--- src/rtl/i2c_frame_slave_if.sv ---
// Frame-buffer RAM port between the I2C frame slave and its synchronous memory.
// The slave (master modport) owns address/strobes/write data; the RAM returns read data.
interface i2c_frame_slave_if #(
  parameter int SEG_W = 8,
  parameter int OFF_W = 8
);
  logic [SEG_W+OFF_W-1:0] mem_addr;
  logic                   mem_rd;
  logic [7:0]             mem_rdata;
  logic                   mem_wr;
  logic [7:0]             mem_wdata;

  modport master (output mem_addr, output mem_rd, output mem_wr, output mem_wdata,
                  input  mem_rdata);
  modport slave  (input  mem_addr, input  mem_rd, input  mem_wr, input  mem_wdata,
                  output mem_rdata);
endinterface

--- src/rtl/i2c_frame_slave.sv ---
// I2C slave giving burst/random access to the spinning-screen frame buffer.
// SCL/SDA are synchronised and glitch-filtered in the clk domain; the FSM walks
// address, segment/offset setup and data bytes, driving an external RAM port
// with an auto-incrementing {segment, offset} pointer.
module i2c_frame_slave #(
  parameter logic [6:0] DEV_ADDR = 7'h50,
  parameter int         SEG_W    = 8,
  parameter int         OFF_W    = 8,
  parameter int         NUM_SEG  = 256,
  parameter int         NUM_OFF  = 256,
  parameter int         FILT     = 3,
  parameter int         CARRY    = 1
) (
  input  logic              clk,
  input  logic              rst_n,
  input  logic              scl_i,
  input  logic              sda_i,
  output logic              sda_oe,
  output logic              busy,
  output logic [SEG_W-1:0]  seg_ptr,
  output logic [OFF_W-1:0]  off_ptr,
  i2c_frame_slave_if.master mem
);

  localparam int                 CNT_W     = (FILT < 2) ? 1 : $clog2(FILT);
  localparam logic [CNT_W-1:0]   FILT_LAST = CNT_W'(FILT - 1);
  localparam logic [8:0]         SEG_LIM   = 9'(NUM_SEG);
  localparam logic [8:0]         OFF_LIM   = 9'(NUM_OFF);
  localparam logic [SEG_W-1:0]   SEG_LAST  = SEG_W'(NUM_SEG - 1);
  localparam logic [OFF_W-1:0]   OFF_LAST  = OFF_W'(NUM_OFF - 1);

  typedef enum logic [2:0] {
    IDLE     = 3'd0,
    ADDR     = 3'd1,
    ADDR_ACK = 3'd2,
    IGNORE   = 3'd3,
    WR_BYTE  = 3'd4,
    WR_ACK   = 3'd5,
    RD_BYTE  = 3'd6,
    RD_ACK   = 3'd7
  } state_t;

  // Input conditioning
  logic [1:0]       scl_sync_q, sda_sync_q;
  logic [CNT_W-1:0] scl_cnt_q, sda_cnt_q;
  logic             scl_f_q, sda_f_q, scl_p_q, sda_p_q;

  // Protocol state
  state_t           state_q;
  logic [7:0]       shift_q;
  logic [2:0]       bit_cnt_q;
  logic [1:0]       byte_idx_q;   // 0 = segment, 1 = offset, 2 = data (saturates)
  logic             ack_ph_q;     // inside an ACK slot: set on the 8th fall
  logic             rw_q;
  logic             latch_q;      // read data is on mem_rdata this cycle
  logic             sda_oe_q, busy_q, mem_rd_q, mem_wr_q;
  logic [7:0]       mem_wdata_q;
  logic [SEG_W-1:0] seg_q;
  logic [OFF_W-1:0] off_q;

  logic       scl_rise, scl_fall, start_det, stop_det;
  logic [7:0] rx_byte;

  assign scl_rise  = scl_f_q & ~scl_p_q;
  assign scl_fall  = ~scl_f_q & scl_p_q;
  assign start_det = scl_f_q & scl_p_q & sda_p_q & ~sda_f_q;
  assign stop_det  = scl_f_q & scl_p_q & ~sda_p_q & sda_f_q;
  assign rx_byte   = {shift_q[6:0], sda_f_q};

  assign sda_oe        = sda_oe_q;
  assign busy          = busy_q;
  assign seg_ptr       = seg_q;
  assign off_ptr       = off_q;
  assign mem.mem_addr  = {seg_q, off_q};
  assign mem.mem_rd    = mem_rd_q;
  assign mem.mem_wr    = mem_wr_q;
  assign mem.mem_wdata = mem_wdata_q;

  // Next pointer: offset wraps at NUM_OFF-1, optionally carrying into the segment.
  function automatic logic [SEG_W+OFF_W-1:0] ptr_inc(input logic [SEG_W-1:0] seg,
                                                     input logic [OFF_W-1:0] off);
    logic [SEG_W-1:0] seg_n;
    logic [OFF_W-1:0] off_n;
    seg_n = seg;
    off_n = off + OFF_W'(1);
    if (off == OFF_LAST) begin
      off_n = {OFF_W{1'b0}};
      if (CARRY != 0) begin
        seg_n = (seg == SEG_LAST) ? {SEG_W{1'b0}} : seg + SEG_W'(1);
      end
    end
    return {seg_n, off_n};
  endfunction

  // Two-flop synchronisers followed by a FILT-cycle stability filter on each line.
  always_ff @(posedge clk or negedge rst_n) begin
    if (!rst_n) begin
      scl_sync_q <= 2'b11;
      sda_sync_q <= 2'b11;
      scl_cnt_q  <= {CNT_W{1'b0}};
      sda_cnt_q  <= {CNT_W{1'b0}};
      scl_f_q    <= 1'b1;
      sda_f_q    <= 1'b1;
      scl_p_q    <= 1'b1;
      sda_p_q    <= 1'b1;
    end else begin
      scl_sync_q <= {scl_sync_q[0], scl_i};
      sda_sync_q <= {sda_sync_q[0], sda_i};
      scl_p_q    <= scl_f_q;
      sda_p_q    <= sda_f_q;
      if (scl_sync_q[1] == scl_f_q) begin
        scl_cnt_q <= {CNT_W{1'b0}};
      end else if (scl_cnt_q == FILT_LAST) begin
        scl_f_q   <= scl_sync_q[1];
        scl_cnt_q <= {CNT_W{1'b0}};
      end else begin
        scl_cnt_q <= scl_cnt_q + CNT_W'(1);
      end
      if (sda_sync_q[1] == sda_f_q) begin
        sda_cnt_q <= {CNT_W{1'b0}};
      end else if (sda_cnt_q == FILT_LAST) begin
        sda_f_q   <= sda_sync_q[1];
        sda_cnt_q <= {CNT_W{1'b0}};
      end else begin
        sda_cnt_q <= sda_cnt_q + CNT_W'(1);
      end
    end
  end

  // Protocol FSM with registered SDA drive, RAM strobes and pointer updates.
  always_ff @(posedge clk or negedge rst_n) begin
    if (!rst_n) begin
      state_q     <= IDLE;
      shift_q     <= 8'h00;
      bit_cnt_q   <= 3'd0;
      byte_idx_q  <= 2'd0;
      ack_ph_q    <= 1'b0;
      rw_q        <= 1'b0;
      latch_q     <= 1'b0;
      sda_oe_q    <= 1'b0;
      busy_q      <= 1'b0;
      mem_rd_q    <= 1'b0;
      mem_wr_q    <= 1'b0;
      mem_wdata_q <= 8'h00;
      seg_q       <= {SEG_W{1'b0}};
      off_q       <= {OFF_W{1'b0}};
    end else begin
      mem_rd_q <= 1'b0;
      mem_wr_q <= 1'b0;
      latch_q  <= mem_rd_q;
      // Pointer moves only after the RAM has consumed the current address.
      if (latch_q) begin
        shift_q <= mem.mem_rdata;
      end
      if (latch_q || mem_wr_q) begin
        {seg_q, off_q} <= ptr_inc(seg_q, off_q);
      end

      if (start_det) begin
        state_q    <= ADDR;
        sda_oe_q   <= 1'b0;
        bit_cnt_q  <= 3'd0;
        byte_idx_q <= 2'd0;
        ack_ph_q   <= 1'b0;
      end else if (stop_det) begin
        state_q    <= IDLE;
        sda_oe_q   <= 1'b0;
        busy_q     <= 1'b0;
        bit_cnt_q  <= 3'd0;
        byte_idx_q <= 2'd0;
        ack_ph_q   <= 1'b0;
      end else begin
        case (state_q)
          ADDR: begin
            if (scl_rise) begin
              shift_q   <= rx_byte;
              bit_cnt_q <= bit_cnt_q + 3'd1;
              if (bit_cnt_q == 3'd7) begin
                if (rx_byte[7:1] == DEV_ADDR) begin
                  rw_q     <= rx_byte[0];
                  busy_q   <= 1'b1;
                  ack_ph_q <= 1'b0;
                  state_q  <= ADDR_ACK;
                end else begin
                  busy_q  <= 1'b0;
                  state_q <= IGNORE;
                end
              end
            end
          end
          ADDR_ACK: begin
            if (scl_fall && !ack_ph_q) begin
              sda_oe_q <= 1'b1;
              ack_ph_q <= 1'b1;
              mem_rd_q <= rw_q;
            end else if (scl_fall && ack_ph_q) begin
              ack_ph_q  <= 1'b0;
              bit_cnt_q <= 3'd0;
              if (rw_q) begin
                sda_oe_q <= ~shift_q[7];
                shift_q  <= {shift_q[6:0], 1'b1};
                state_q  <= RD_BYTE;
              end else begin
                sda_oe_q <= 1'b0;
                state_q  <= WR_BYTE;
              end
            end
          end
          WR_BYTE: begin
            if (scl_rise) begin
              shift_q   <= rx_byte;
              bit_cnt_q <= bit_cnt_q + 3'd1;
              if (bit_cnt_q == 3'd7) begin
                case (byte_idx_q)
                  2'd0: begin
                    if ({1'b0, rx_byte} < SEG_LIM) begin
                      seg_q   <= rx_byte[SEG_W-1:0];
                      state_q <= WR_ACK;
                    end else begin
                      state_q <= IGNORE;
                    end
                  end
                  2'd1: begin
                    if ({1'b0, rx_byte} < OFF_LIM) begin
                      off_q   <= rx_byte[OFF_W-1:0];
                      state_q <= WR_ACK;
                    end else begin
                      state_q <= IGNORE;
                    end
                  end
                  default: begin
                    mem_wdata_q <= rx_byte;
                    state_q     <= WR_ACK;
                  end
                endcase
              end
            end
          end
          WR_ACK: begin
            if (scl_fall && !ack_ph_q) begin
              sda_oe_q <= 1'b1;
              ack_ph_q <= 1'b1;
            end else if (scl_rise && ack_ph_q) begin
              mem_wr_q <= (byte_idx_q == 2'd2);
            end else if (scl_fall && ack_ph_q) begin
              sda_oe_q <= 1'b0;
              ack_ph_q <= 1'b0;
              if (byte_idx_q != 2'd2) begin
                byte_idx_q <= byte_idx_q + 2'd1;
              end
              state_q <= WR_BYTE;
            end
          end
          RD_BYTE: begin
            if (scl_rise) begin
              bit_cnt_q <= bit_cnt_q + 3'd1;
              if (bit_cnt_q == 3'd7) begin
                ack_ph_q <= 1'b0;
                state_q  <= RD_ACK;
              end
            end else if (scl_fall && (bit_cnt_q != 3'd0)) begin
              sda_oe_q <= ~shift_q[7];
              shift_q  <= {shift_q[6:0], 1'b1};
            end
          end
          RD_ACK: begin
            if (scl_fall && !ack_ph_q) begin
              sda_oe_q <= 1'b0;
              ack_ph_q <= 1'b1;
            end else if (scl_rise && ack_ph_q) begin
              if (!sda_f_q) begin
                mem_rd_q <= 1'b1;
              end else begin
                state_q <= IGNORE;
              end
            end else if (scl_fall && ack_ph_q) begin
              ack_ph_q  <= 1'b0;
              bit_cnt_q <= 3'd0;
              sda_oe_q  <= ~shift_q[7];
              shift_q   <= {shift_q[6:0], 1'b1};
              state_q   <= RD_BYTE;
            end
          end
          IDLE, IGNORE: begin
            sda_oe_q <= 1'b0;
          end
          default: begin
            state_q  <= IDLE;
            sda_oe_q <= 1'b0;
          end
        endcase
      end
    end
  end

endmodule

--- src/flat_wrapper.sv ---
// flat-port wrapper written by rule: the top's interface ports become plain ports
module i2c_frame_slave_flat 
#(
  parameter logic [6:0] DEV_ADDR = 7'h50,
  parameter int         SEG_W    = 8,
  parameter int         OFF_W    = 8,
  parameter int         NUM_SEG  = 256,
  parameter int         NUM_OFF  = 256,
  parameter int         FILT     = 3,
  parameter int         CARRY    = 1
)
  (clk, rst_n, scl_i, sda_i, sda_oe, busy, seg_ptr, off_ptr, mem_mem_addr, mem_mem_rd, mem_mem_wr, mem_mem_wdata, mem_mem_rdata);
  i2c_frame_slave_if #(.SEG_W(SEG_W), .OFF_W(OFF_W)) mem_i ();
  input  logic clk;
  input  logic rst_n;
  input  logic scl_i;
  input  logic sda_i;
  output logic sda_oe;
  output logic busy;
  output logic [SEG_W-1:0] seg_ptr;
  output logic [OFF_W-1:0] off_ptr;
  output wire logic [$bits(mem_i.mem_addr)-1:0] mem_mem_addr;
  output wire logic [$bits(mem_i.mem_rd)-1:0] mem_mem_rd;
  output wire logic [$bits(mem_i.mem_wr)-1:0] mem_mem_wr;
  output wire logic [$bits(mem_i.mem_wdata)-1:0] mem_mem_wdata;
  input wire logic [$bits(mem_i.mem_rdata)-1:0] mem_mem_rdata;
  assign mem_mem_addr = mem_i.mem_addr;
  assign mem_mem_rd = mem_i.mem_rd;
  assign mem_mem_wr = mem_i.mem_wr;
  assign mem_mem_wdata = mem_i.mem_wdata;
  assign mem_i.mem_rdata = mem_mem_rdata;
  i2c_frame_slave #(.DEV_ADDR(DEV_ADDR), .SEG_W(SEG_W), .OFF_W(OFF_W), .NUM_SEG(NUM_SEG), .NUM_OFF(NUM_OFF), .FILT(FILT), .CARRY(CARRY)) u_core (.clk(clk), .rst_n(rst_n), .scl_i(scl_i), .sda_i(sda_i), .sda_oe(sda_oe), .busy(busy), .seg_ptr(seg_ptr), .off_ptr(off_ptr), .mem(mem_i));
endmodule
--- config.mk ---
export PLATFORM = sky130hd
export DESIGN_NAME = i2c_frame_slave_flat
export DESIGN_NICKNAME = d
export VERILOG_FILES = /design/src/rtl/i2c_frame_slave_if.sv /design/src/rtl/i2c_frame_slave.sv /design/src/flat_wrapper.sv
export SDC_FILE = /design/constraint.sdc
export NUM_CORES = 1
export LEC_CHECK = 0
export BUFFER_PORTS_ARGS = -buffer_cell sky130_fd_sc_hd__buf_2
export CORE_MARGIN = 2
export CORE_UTILIZATION = 50
export DETAILED_ROUTE_END_ITERATION = 12
export PLACE_DENSITY = 0.82
export SLEW_MARGIN = 20
export SYNTH_ARGS = -nofsm -noshare
export SYNTH_HDL_FRONTEND = slang
export SYNTH_SLANG_ARGS = --single-unit
--- constraint.sdc ---
create_clock -name clk -period 3.35 [get_ports clk]
set_input_delay 0.1675 -clock clk [delete_from_list [all_inputs] [get_ports clk]]
set_output_delay 0.1675 -clock clk [all_outputs]
set_load 0.1 [all_outputs]
# Yosys cells after proc, flatten, opt, wreduce, memory -nomap -nowiden
# Index checks and enable logic that the tools add are counted.
# op_classes
n_bitwise,17
eq_ne,45
reduce_logical,34
n_addsub,6
mux,112
# op_table
cell,n
8-bit two-way mux,29
3-bit two-way mux,24
"4-bit by 1-bit != test with 1-bit output, second input constant",11
1-bit two-way mux,41
8-bit one-hot mux with 4 select lines,1
2-bit two-way mux,12
"4-bit by 2-bit != test with 1-bit output, second input constant",5
"5-bit by 1-bit != test with 1-bit output, second input constant",4
"5-bit by 2-bit != test with 1-bit output, second input constant",4
3-bit one-hot mux with 6 select lines,1
"8-bit by 1-bit adder with 8-bit output, second input constant",2
"8-bit == test, second input constant",2
"3-bit == test, second input constant",5
15-bit AND reduction,1
6-bit AND reduction,2
3-bit nonzero test,4
1-bit inverter,10
5-bit AND reduction,2
3-bit one-hot mux with 3 select lines,1
8-bit AND reduction,1
8-bit nonzero test,1
2-bit OR reduction,4
1-bit AND,7
"7-bit == test, second input constant",1
other kinds (26),39
# totals
regBits,59
word_cells,236
inputBits,12
out_inout_bits,44

# Depth between registers and ports, before layout
# Gate-level depths: netlist of run 1.
# depth
depth_word,10
mapped_depth,9
mapped_depth_nobuf,7

# Least setup slack after synthesis of run 1
# Ideal clock, no wire load.
# synth_timing
path_type,flip-flop to flip-flop
startpoint,reg u_core.scl_f_q
endpoint,reg u_core.shift_q[1]
required_ps,3225
slack_ps,984
synth_period_minus_slack_ps,2366
path_stages_with_launch,9
setup_ps,125
t_arrival_ps,2242
n_path_buf,1
cell_sequence,dfstp_2 buf_6 and2b_1 ha_1 nand2b_1 o21ai_0 o22ai_1 a211oi_4 mux2_2
# synth_via
elab_chain_len,9
elab_cells_between_ends,23
classes_between,mux (11); bitwise (8); reduce/logical (4)
# synth_rtl
element,line,text
from (decl),i2c_frame_slave.sv:46,"logic scl_f_q, sda_f_q, scl_p_q, sda_p_q;"
from (signal assigned),i2c_frame_slave.sv:114,scl_f_q <= scl_sync_q[1];
1-bit inverter,i2c_frame_slave.sv:65,assign scl_fall = ~scl_f_q & scl_p_q;
1-bit AND,i2c_frame_slave.sv:65,
1-bit logical AND,"i2c_frame_slave.sv:196, i2c_frame_slave.sv:276",
8-bit two-way mux,i2c_frame_slave.sv:276,end else if (scl_fall && ack_ph_q) begin
8-bit two-way mux,i2c_frame_slave.sv:270,end else if (scl_rise && ack_ph_q) begin
8-bit two-way mux,i2c_frame_slave.sv:267,if (scl_fall && !ack_ph_q) begin
8-bit one-hot mux with 4 select lines,i2c_frame_slave.sv:173,case (state_q)
8-bit two-way mux,i2c_frame_slave.sv:165,end else if (stop_det) begin
8-bit two-way mux (*),i2c_frame_slave.sv:159,if (start_det) begin
to (signal assigned),i2c_frame_slave.sv:176,shift_q <= rx_byte;
to (signal assigned),i2c_frame_slave.sv:263,"shift_q <= {shift_q[6:0], 1'b1};"
to (signal assigned),i2c_frame_slave.sv:280,"shift_q <= {shift_q[6:0], 1'b1};"
to (decl),i2c_frame_slave.sv:50,logic [7:0] shift_q;
# Mark *: on every way between the ends. The rest lies on a longest branch, timed or not.
# A chain may end at the register's enable or synchronous reset.

# Worst setup path after layout of run 1
# layout_timing
startpoint,reg u_core.scl_f_q
endpoint,reg u_core.shift_q[7]
# Same word-level chain as after synthesis.

==> results of run 1 <==
registers in the layout, summed over array words and instances (netlist names), 2 cells and up:
signal                count
u_core.mem.mem_wdata      8
u_core.off_ptr            8
u_core.seg_ptr            8
u_core.shift_q            8
u_core.bit_cnt_q          3
u_core.state_q            3
u_core.byte_idx_q         2
u_core.scl_cnt_q          2
u_core.scl_sync_q         2
u_core.sda_cnt_q          2
u_core.sda_sync_q         2
power by group through the flow:
stage          combinational (uW)  clock [uW]  sequential [uW]
2_1_floorplan                 606           0              997
3_3_place_gp                  739           0             1050
3_5_place_dp                  761           0             1060
4_1_cts                       767         573             1040
5_1_grt                       842         600             1070
6_report                      770         559             1050
final cells by class:
cell class | instances | area (um2)
Fill cell | 607 | 2850
Multi-Input combinational cell | 253 | 1720
Sequential cell | 59 | 1490
Timing Repair Buffer | 63 | 343
Clock buffer | 10 | 138
Tap cell | 80 | 100
Inverter | 12 | 45.0
Clock inverter | 5 | 30.0
through the flow:
step | instances | power (uW) | setup slack [ns] | instance area [um2]
after detailed placement | 464 | 1820 | 0.663 | 3670
final | 482 | 2370 | 0.641 | 3860
after CTS | 482 | 2380 | 0.655 | 3860
after global routing | 482 | 2510 | 0.502 | 3860
after global placement | 464 | 1790 | 0.693 | 3670
after floorplan | 355 | 1600 | 0.984 | 3450
worst min-delay path by stage:
stage | from | to | slack [ns] | cells past startpoint
floorplan | rst_n | u_core.ack_ph_q | -0.13 | 0
global placement | rst_n | u_core.seg_ptr[0] | 0.20 | 1
detailed placement | rst_n | u_core.seg_ptr[2] | 0.21 | 1
CTS | mem_mem_rdata[5] | u_core.shift_q[5] | 0.13 | 3
global route | mem_mem_rdata[5] | u_core.shift_q[5] | 0.16 | 3
finish | mem_mem_rdata[6] | u_core.shift_q[6] | 0.14 | 3
worst max-delay path, stage by stage, from the launching register on:
cell,delay (ns)
dfstp_2,0.63
and2b_1,0.25
ha_1,0.34
nand2b_1,0.22
a21oi_2,0.17
a31oi_1,0.15
a211oi_4,0.45
mux2_2,0.39
per-layer routing:
metal | vias up | track usage | wire (um)
met5 | - | 0 | 0
met4 | 0 | 0.108 | 135
met3 | 13 | 0.0559 | 492
met2 | 123 | 0.379 | 4050
met1 | 1409 | 0.268 | 3520
li1 | 1358 | - | -
cell usage after synthesis, types with 2 or more instances:
| library cell | number | area [um2] |
|---|---|---|
| dfstp_2 | 8 | 210 |
| a21oi_1 | 22 | 110 |
| o31ai_1 | 2 | 15.0 |
| nor3_1 | 6 | 30.0 |
| a21o_1 | 3 | 22.5 |
| nand3_1 | 7 | 35.0 |
| nor2b_1 | 11 | 68.8 |
| xnor2_1 | 6 | 52.6 |
| buf_2 | 4 | 20.0 |
| and4_1 | 3 | 26.3 |
| buf_4 | 18 | 135 |
| nor3b_1 | 4 | 30.0 |
| nand4b_1 | 3 | 26.3 |
| nand3b_1 | 2 | 15.0 |
| nand4_1 | 3 | 18.8 |
| a31oi_1 | 6 | 37.5 |
| a311oi_1 | 2 | 17.5 |
| mux2i_1 | 9 | 90.1 |
| or2_2 | 3 | 18.8 |
| nor4_1 | 6 | 37.5 |
| xor2_1 | 7 | 61.3 |
| and3_1 | 4 | 25.0 |
| ha_1 | 10 | 125 |
| a211oi_1 | 3 | 22.5 |
| nor2_1 | 27 | 101 |
| dfrtp_1 | 51 | 1280 |
| o2111ai_1 | 2 | 17.5 |
| inv_1 | 11 | 41.3 |
| o21ai_0 | 17 | 85.1 |
| nand2b_1 | 6 | 37.5 |
| nand2_1 | 28 | 105 |
| mux2_2 | 17 | 191 |
| a22o_1 | 3 | 26.3 |
| o22ai_1 | 4 | 25.0 |
| clkbuf_1 | 7 | 26.3 |
| a221oi_1 | 2 | 17.5 |
logic make-up after synthesis:
group           count (synthesis)  share of synthesized area
xor+xnor                       13                     0.0330
simple gates                  120                      0.184
compound gates                 84                      0.164
mux                            26                     0.0816
fa+ha+maj                      10                     0.0363
flops                          59                      0.431
buf+inv                        43                     0.0700
repair_timing:
item                                    4_1_cts  5_1_grt
hold buffers                                  3        0
endpoints found under the hold margin        28        0
endpoints found under the setup margin        0        0
==> impl_metrics.toml, run 1 <==
[clock_network]
clock-root-buffer = "clkbuf_8"
worst_skew_pair.late_latency_ns = 0.35
numCtsBuffers = 9
post_cts_buffers = 0
htreeDepth = 3
clock_sinks = 59
cts_resized = 0
cts.clk_slew.worst_paths_ns = 0.06
cts_tree = "built"
cts_buffer_depth = 2

[sta]
rsz0062_at_grt = "false"
timing.fmax_mhz = 369
setup_violations = 0
tns_ns = 0
worst_slew_pin_slew_ns = 0.747
fin_crit_sh = 0.809
holdWs_ns = 0.143
maxSlewHeadroom = 0.498
layout_min_cycle_time_ns = 2.71
clock_skew_ns = 0.0125
hold_violations = 0
drv_slew = 0

[finish]
fin_nets = 420
final_core_util = 0.575
area_growth_pct = 12.0
final_common_cell = "buf_2"
layout_common_cells = "55 x buf_2, 51 x dfrtp_1, 28 x nand2_1, 27 x nor2_1, 22 x a21oi_1"
n_antenna_cell = 0
layout-drive-gt1-share = 0.264

[setup_path]
rr_worst_depth = 7
crit_type = "register to register"
crit_fanout = 11
cp.arrival_ns = 2.93
r2r_end = "u_core.shift_q[7]"
regToRegSetupSlack_ns = 0.64
worstSetupStartpointType = "register"
critical_path_required_ns = 3.57
startpoint = "u_core.scl_f_q"
endpoint = "u_core.shift_q[7]"
endpoint_kind = "register"
r2r_start = "u_core.scl_f_q"

[drt]
vias = 2903
wl_um = 8200
drtIter0Drc = 156
viasPerCell = 6.02
wl_per_cell_um = 17.0
drc_errors = 0
firstDrtPassIters = 5
antenna_left = 0

[hold_path]
min_path_type = "primary input to register"

[placement]
io_buffers = 55
dp.final_hpwl_um = 5830
place_congestion = 0.933

[floorplanning]
fp-row-count = 30
core_mm2 = 0.00672
die_height_um = 87.1
die_width_um = 87.1
initial_core_util = 0.514
ios = 56
die_area_mm2 = 0.00758

[logic_synthesis]
synth.distinct_cells = 64
syn_area_per_cell_um2 = 9.72
netlist_instances = 355
synth_edf_count = 0
ys_seq_area_frac = 0.431
synth_seq_cells = 59
synthesis.area_mm2 = 0.00345
synthesis.nets = 377
ys_warn_count = 0
synth_top_flop_cell = "dfrtp_1"
async_reset_ff_frac = 1.00

[power]
max-vdd-ir-drop_uv = 413
p_seq_frac = 0.440
combPwrFrac = 0.324
p_per_area_mw_per_mm2 = 614
pwr-share-clk = 0.235
leakagePower_uw = 0.00184
p_switching_uw = 905
swShare = 0.381
p_int_uw = 1470

[job]
maxCapViolCount = 0

[grt]
first_global_vias = 2754
grt_pass1_wl_um = 13000
antenna_found_initial = 0
grt_overflow = 0
grtUsageTotal = 0.225
grt_max_degree = 34

[run_status]
status = "complete, no violations"
(Power assumes the default switching activity.)
==> run 2, diff against run 1 <==
--- a/config.mk
+++ b/config.mk
@@ -9,7 +9,7 @@
 export CORE_MARGIN = 2
 export CORE_UTILIZATION = 50
 export DETAILED_ROUTE_END_ITERATION = 12
-export PLACE_DENSITY = 0.82
+export PLACE_DENSITY = 0.85
 export SLEW_MARGIN = 20
 export SYNTH_ARGS = -nofsm -noshare
 export SYNTH_HDL_FRONTEND = slang
==> constraint.sdc (replaced) <==
create_clock -name clk -period 2.4 [get_ports clk]
set_input_delay 0.12 -clock clk [delete_from_list [all_inputs] [get_ports clk]]
set_output_delay 0.12 -clock clk [all_outputs]
set_load 0.1 [all_outputs]
==> impl_metrics.toml, run 2 (same netlist as run 1, synthesis figures left out) <==
[sta]
rsz0062_at_grt = "false"
setup_violations = 0
worst_slew_pin_slew_ns = 0.695
fin_crit_sh = 0.971
maxSlewHeadroom = 0.532
timing.fmax_mhz = 429
drv_slew = 0
tns_ns = 0
layout_min_cycle_time_ns = 2.33
clock_skew_ns = 0.00832
hold_violations = 0

[setup_path]
crit_cells = 8
cp.arrival_ns = 2.56
r2r_end = "u_core.shift_q[4]"
max_stage_delay_ns = 0.52
crit_type = "register to register"
path_buf_inv = 1
worstSetupStartpointType = "register"
rr_worst_depth = 8
endpoint_kind = "register"
endpoint = "u_core.shift_q[4]"
crit_chain = "and2b_2 -> ha_1 -> nand2b_1 -> a21oi_2 -> a31oi_2 -> a211oi_4 -> buf_4 -> mux2_2"
crit_fanout = 6
cp_top_family = "compound AO/OA/AOI/OAI gates"
startpoint = "u_core.scl_f_q"
regToRegSetupSlack_ns = 0.07
critical_path_required_ns = 2.63
cpMaxStageDelayCell = "dfstp_2"
r2r_start = "u_core.scl_f_q"

[finish]
area_growth_pct = 17.5
layout-drive-gt1-share = 0.296
final_common_cell = "buf_2"
n_antenna_cell = 0
fill_cells = 559
fin_nets = 433
finalNonFillerCells = 496
layout_common_cells = "55 x buf_2, 51 x dfrtp_1, 28 x nand2_1, 27 x nor2_1, 22 x a21oi_1"

[hold_path]
min_path_type = "primary input to register"

[grt]
grt_overflow = 0
grt_pass1_wl_um = 13200
first_global_vias = 2733
grtUsageTotal = 0.227
grt_max_degree = 32
antenna_found_initial = 0

[power]
leakagePower_uw = 0.00194
p_per_area_mw_per_mm2 = 912
max-vdd-ir-drop_uv = 602

[clock_network]
numCtsBuffers = 9
cts_buffer_depth = 2
clock-root-buffer = "clkbuf_8"
cts_tree = "built"
worst_skew_pair.late_latency_ns = 0.35
cts.clk_slew.worst_paths_ns = 0.07
htreeDepth = 3
clock_sinks = 59

[placement]
dp_cells = 475
io_buffers = 55
place_congestion = 0.931
dp.final_hpwl_um = 5840

[floorplanning]
die_area_mm2 = 0.00758
die_height_um = 87.1
fp-row-count = 30
core_mm2 = 0.00672
initial_core_util = 0.514
die_width_um = 87.1
ios = 56

[drt]
wl_per_cell_um = 16.6
drtIter0Drc = 167
viasPerCell = 5.89
firstDrtPassIters = 6
antenna_left = 0
wl_um = 8210
vias = 2921
drc_errors = 0

[run_status]
status = "complete, no violations"

[job]
maxCapViolCount = 0
## run 2: cell types whose count changed in the layout (fill, tap and decap cells not counted), sizes merged
cell      before  now
clkbuf        10   12
clkinv         4    2
buf           60   73
clkinvlp       2    1
bufinv         0    2
## run 2: layer usage
layer	vias to the layer above	GRT usage	wire (um)
met4	0	0.132	235
met3	24	0.0417	453
met2	116	0.373	3990
li1	1381	-	-
met1	1400	0.279	3530
met5	-	0	0
## run 2: worst min-delay path, stage by stage
cell	delay, ns
buf_2	0.09
mux2i_1	0.06
o32ai_1	0.10
## run 2: how the worst min path moves through the flow
stage	start	endpoint	slack, ns	cells past startpoint
2_1_floorplan	rst_n	u_core.ack_ph_q	-0.18	0
3_3_place_gp	rst_n	u_core.seg_ptr[4]	0.20	1
3_5_place_dp	rst_n	u_core.seg_ptr[4]	0.21	1
4_1_cts	mem_mem_rdata[6]	u_core.shift_q[6]	0.08	3
5_1_grt	mem_mem_rdata[6]	u_core.shift_q[6]	0.08	3
6_report	mem_mem_rdata[6]	u_core.shift_q[6]	0.07	3
## run 2: timing repair
item	CTS	global route
endpoints found under the hold margin	24	0
hold buffers	3	0
buffers inserted	0	2
endpoints found under the setup margin	0	10
gates resized for setup	0	8
## run 2: layout make-up
cell class,instances,area [um2],share of cell area
Clock buffer,12,155,0.0383
Clock inverter,4,72.6,0.0179
Inverter,12,45.0,0.0111
Multi-Input combinational cell,253,1740,0.429
Sequential cell,59,1490,0.367
Tap cell,80,100,0.0247
Timing Repair Buffer,76,457,0.113
## run 2: power breakdown
group	internal (uW)	switching [uW]
sequential	1190	179
clock	640	401
combinational	560	725
total	2390	1310
## run 2: metrics by stage
stage / hold slack, ns / power (uW) / util / instance area (um2) / setup WS [ns]
after floorplan: -0.176 / 2240 / - / 3450 / 0.0336
after global placement: 0.199 / 2580 / 0.560 / 3760 / 0.0812
after detailed placement: 0.213 / 2610 / 0.560 / 3760 / 0.0454
after CTS: 0.0773 / 3660 / 0.598 / 4020 / 0.0299
after global routing: 0.0801 / 3890 / 0.604 / 4060 / 0.0128
final: 0.0738 / 3700 / 0.604 / 4060 / 0.0693
==> run 3, diff against run 2 <==
==> constraint.sdc (replaced) <==
create_clock -name clk -period 2.4 [get_ports clk]
set_input_delay 0.24 -clock clk [delete_from_list [all_inputs] [get_ports clk]]
set_output_delay 0.24 -clock clk [all_outputs]
set_load 0.1 [all_outputs]
==> impl_metrics.toml, run 3 (same netlist as run 1, synthesis figures left out) <==
[drt]
viasPerCell = 5.94
firstDrtPassIters = 4
wl_per_cell_um = 16.6
vias = 2951
drc_errors = 0
drtIter0Drc = 163
antenna_left = 0
wl_um = 8250

[finish]
layout-drive-gt1-share = 0.302
fin_area_mm2 = 0.00408
fin_nets = 434
n_antenna_cell = 0
layout_common_cells = "55 x buf_2, 51 x dfrtp_1, 28 x nand2_1, 27 x nor2_1, 22 x a21oi_1"
area_growth_pct = 18.3
fill_cells = 557
final_common_cell = "buf_2"
final_core_util = 0.608

[sta]
setup_violations = 0
tns_ns = 0
maxSlewHeadroom = 0.549
hold_violations = 0
drv_slew = 0
fin_crit_sh = 0.949
worst_slew_pin_slew_ns = 0.676
clock_skew_ns = 0.00955
holdWs_ns = 0.204
rsz0062_at_grt = "false"
timing.fmax_mhz = 439
setup_ws_ns = 0.122
layout_min_cycle_time_ns = 2.28

[placement]
io_buffers = 55
place_congestion = 0.937
post-place-ws_ns = 0.0266
placed_area_mm2 = 0.00378
dp.final_hpwl_um = 6130

[grt]
first_global_vias = 2854
grt_overflow = 0
grt_max_degree = 31
grtUsageTotal = 0.228
antenna_found_initial = 0
grt_pass1_wl_um = 13200

[clock_network]
cts_buffer_depth = 2
cts.clk_slew.worst_paths_ns = 0.07
worst_skew_pair.late_latency_ns = 0.35
htreeDepth = 3
numCtsBuffers = 9
clock-root-buffer = "clkbuf_8"
cts_tree = "built"
clock_sinks = 59

[setup_path]
crit_chain = "and2b_2 -> ha_1 -> nand2b_4 -> o21ai_0 -> o22ai_1 -> a211oi_4 -> mux2_2"
path_buf_inv = 0
cpMaxStageDelayCell = "dfstp_2"
crit_fanout = 7
worstSetupStartpointType = "register"
critical_path_required_ns = 2.63
cp.arrival_ns = 2.51
endpoint_kind = "register"
cp_top_family = "compound AO/OA/AOI/OAI gates"
max_stage_delay_ns = 0.52
crit_type = "register to register"

[floorplanning]
die_area_mm2 = 0.00758
fp-row-count = 30
die_height_um = 87.1
initial_core_util = 0.514
die_width_um = 87.1
core_mm2 = 0.00672
ios = 56

[job]
maxCapViolCount = 0

[power]
leakagePower_uw = 0.00196
p_per_area_mw_per_mm2 = 925
max-vdd-ir-drop_uv = 558

[run_status]
status = "complete, no violations"

[hold_path]
min_path_type = "primary input to register"
==> run 3: cell types whose count changed in the layout (fill, tap and decap cells not counted), sizes merged <==
| cell | delta |
|---|---|
| clkbuf | -3 |
| inv | +1 |
| buf | +1 |
| clkinv | +1 |
| bufinv | +1 |
==> run 3: stage by stage <==
stage / power [uW] / instances
after global placement: 2600 / 477
after global routing: 3980 / 497
after CTS: 3770 / 496
after detailed placement: 2630 / 477
final: 3780 / 497
after floorplan: 2240 / 355
==> run 3: cell type report <==
cell class | count | area [um2] | share of cell area
Multi-Input combinational cell | 253 | 1740 | 0.427
Tap cell | 80 | 100 | 0.0245
Clock inverter | 7 | 124 | 0.0303
Clock buffer | 9 | 124 | 0.0303
Inverter | 12 | 45.0 | 0.0110
Sequential cell | 59 | 1490 | 0.364
Timing Repair Buffer | 77 | 460 | 0.113
==> run 3: what timing repair did <==
action                                 4_1_cts  5_1_grt
setup buffers                                0        1
endpoints found under the hold margin       23        0
hold buffers                                 3        0
setup endpoints to repair                    0        8
gates resized for setup                      0        5
==> run 3: worst paths after layout <==
check	startpoint	to	slack [ns]	cells past startpoint
max	u_core.scl_f_q	u_core.shift_q[1]	0.12	7
min	mem_mem_rdata[6]	u_core.shift_q[6]	0.20	3
max reg2reg	u_core.scl_f_q	u_core.shift_q[1]	0.12	7
min reg2reg	u_core.sda_sync_q[0]	u_core.sda_sync_q[1]	0.36	0
max in group asynchronous	rst_n	u_core.ack_ph_q	1.34	3
min in group asynchronous	rst_n	u_core.seg_ptr[4]	0.46	2
==> run 3: per-layer routing <==
| layer | vias to the layer above | GRT usage | share of wire |
|---|---|---|---|
| met1 | 1429 | 0.271 | 0.42 |
| li1 | 1388 | - | - |
| met4 | 0 | 0.114 | 0.029 |
| met5 | - | 0 | 0 |
| met3 | 24 | 0.0664 | 0.060 |
| met2 | 110 | 0.375 | 0.49 |
==> run 3: report_power, final <==
part           leakage (uW)  switching, uW  internal, uW
logic               0.00106            726           568
clock network      0.000120            419           696
registers          0.000771            173          1190
total               0.00196           1320          2460
==> run 3: worst min-delay path: cells and delay by family <==
family / cells / cell delay, ns
AO/OA/AOI/OAI: 1 / 0.10
buffers and inverters: 1 / 0.10
multiplexers: 1 / 0.06
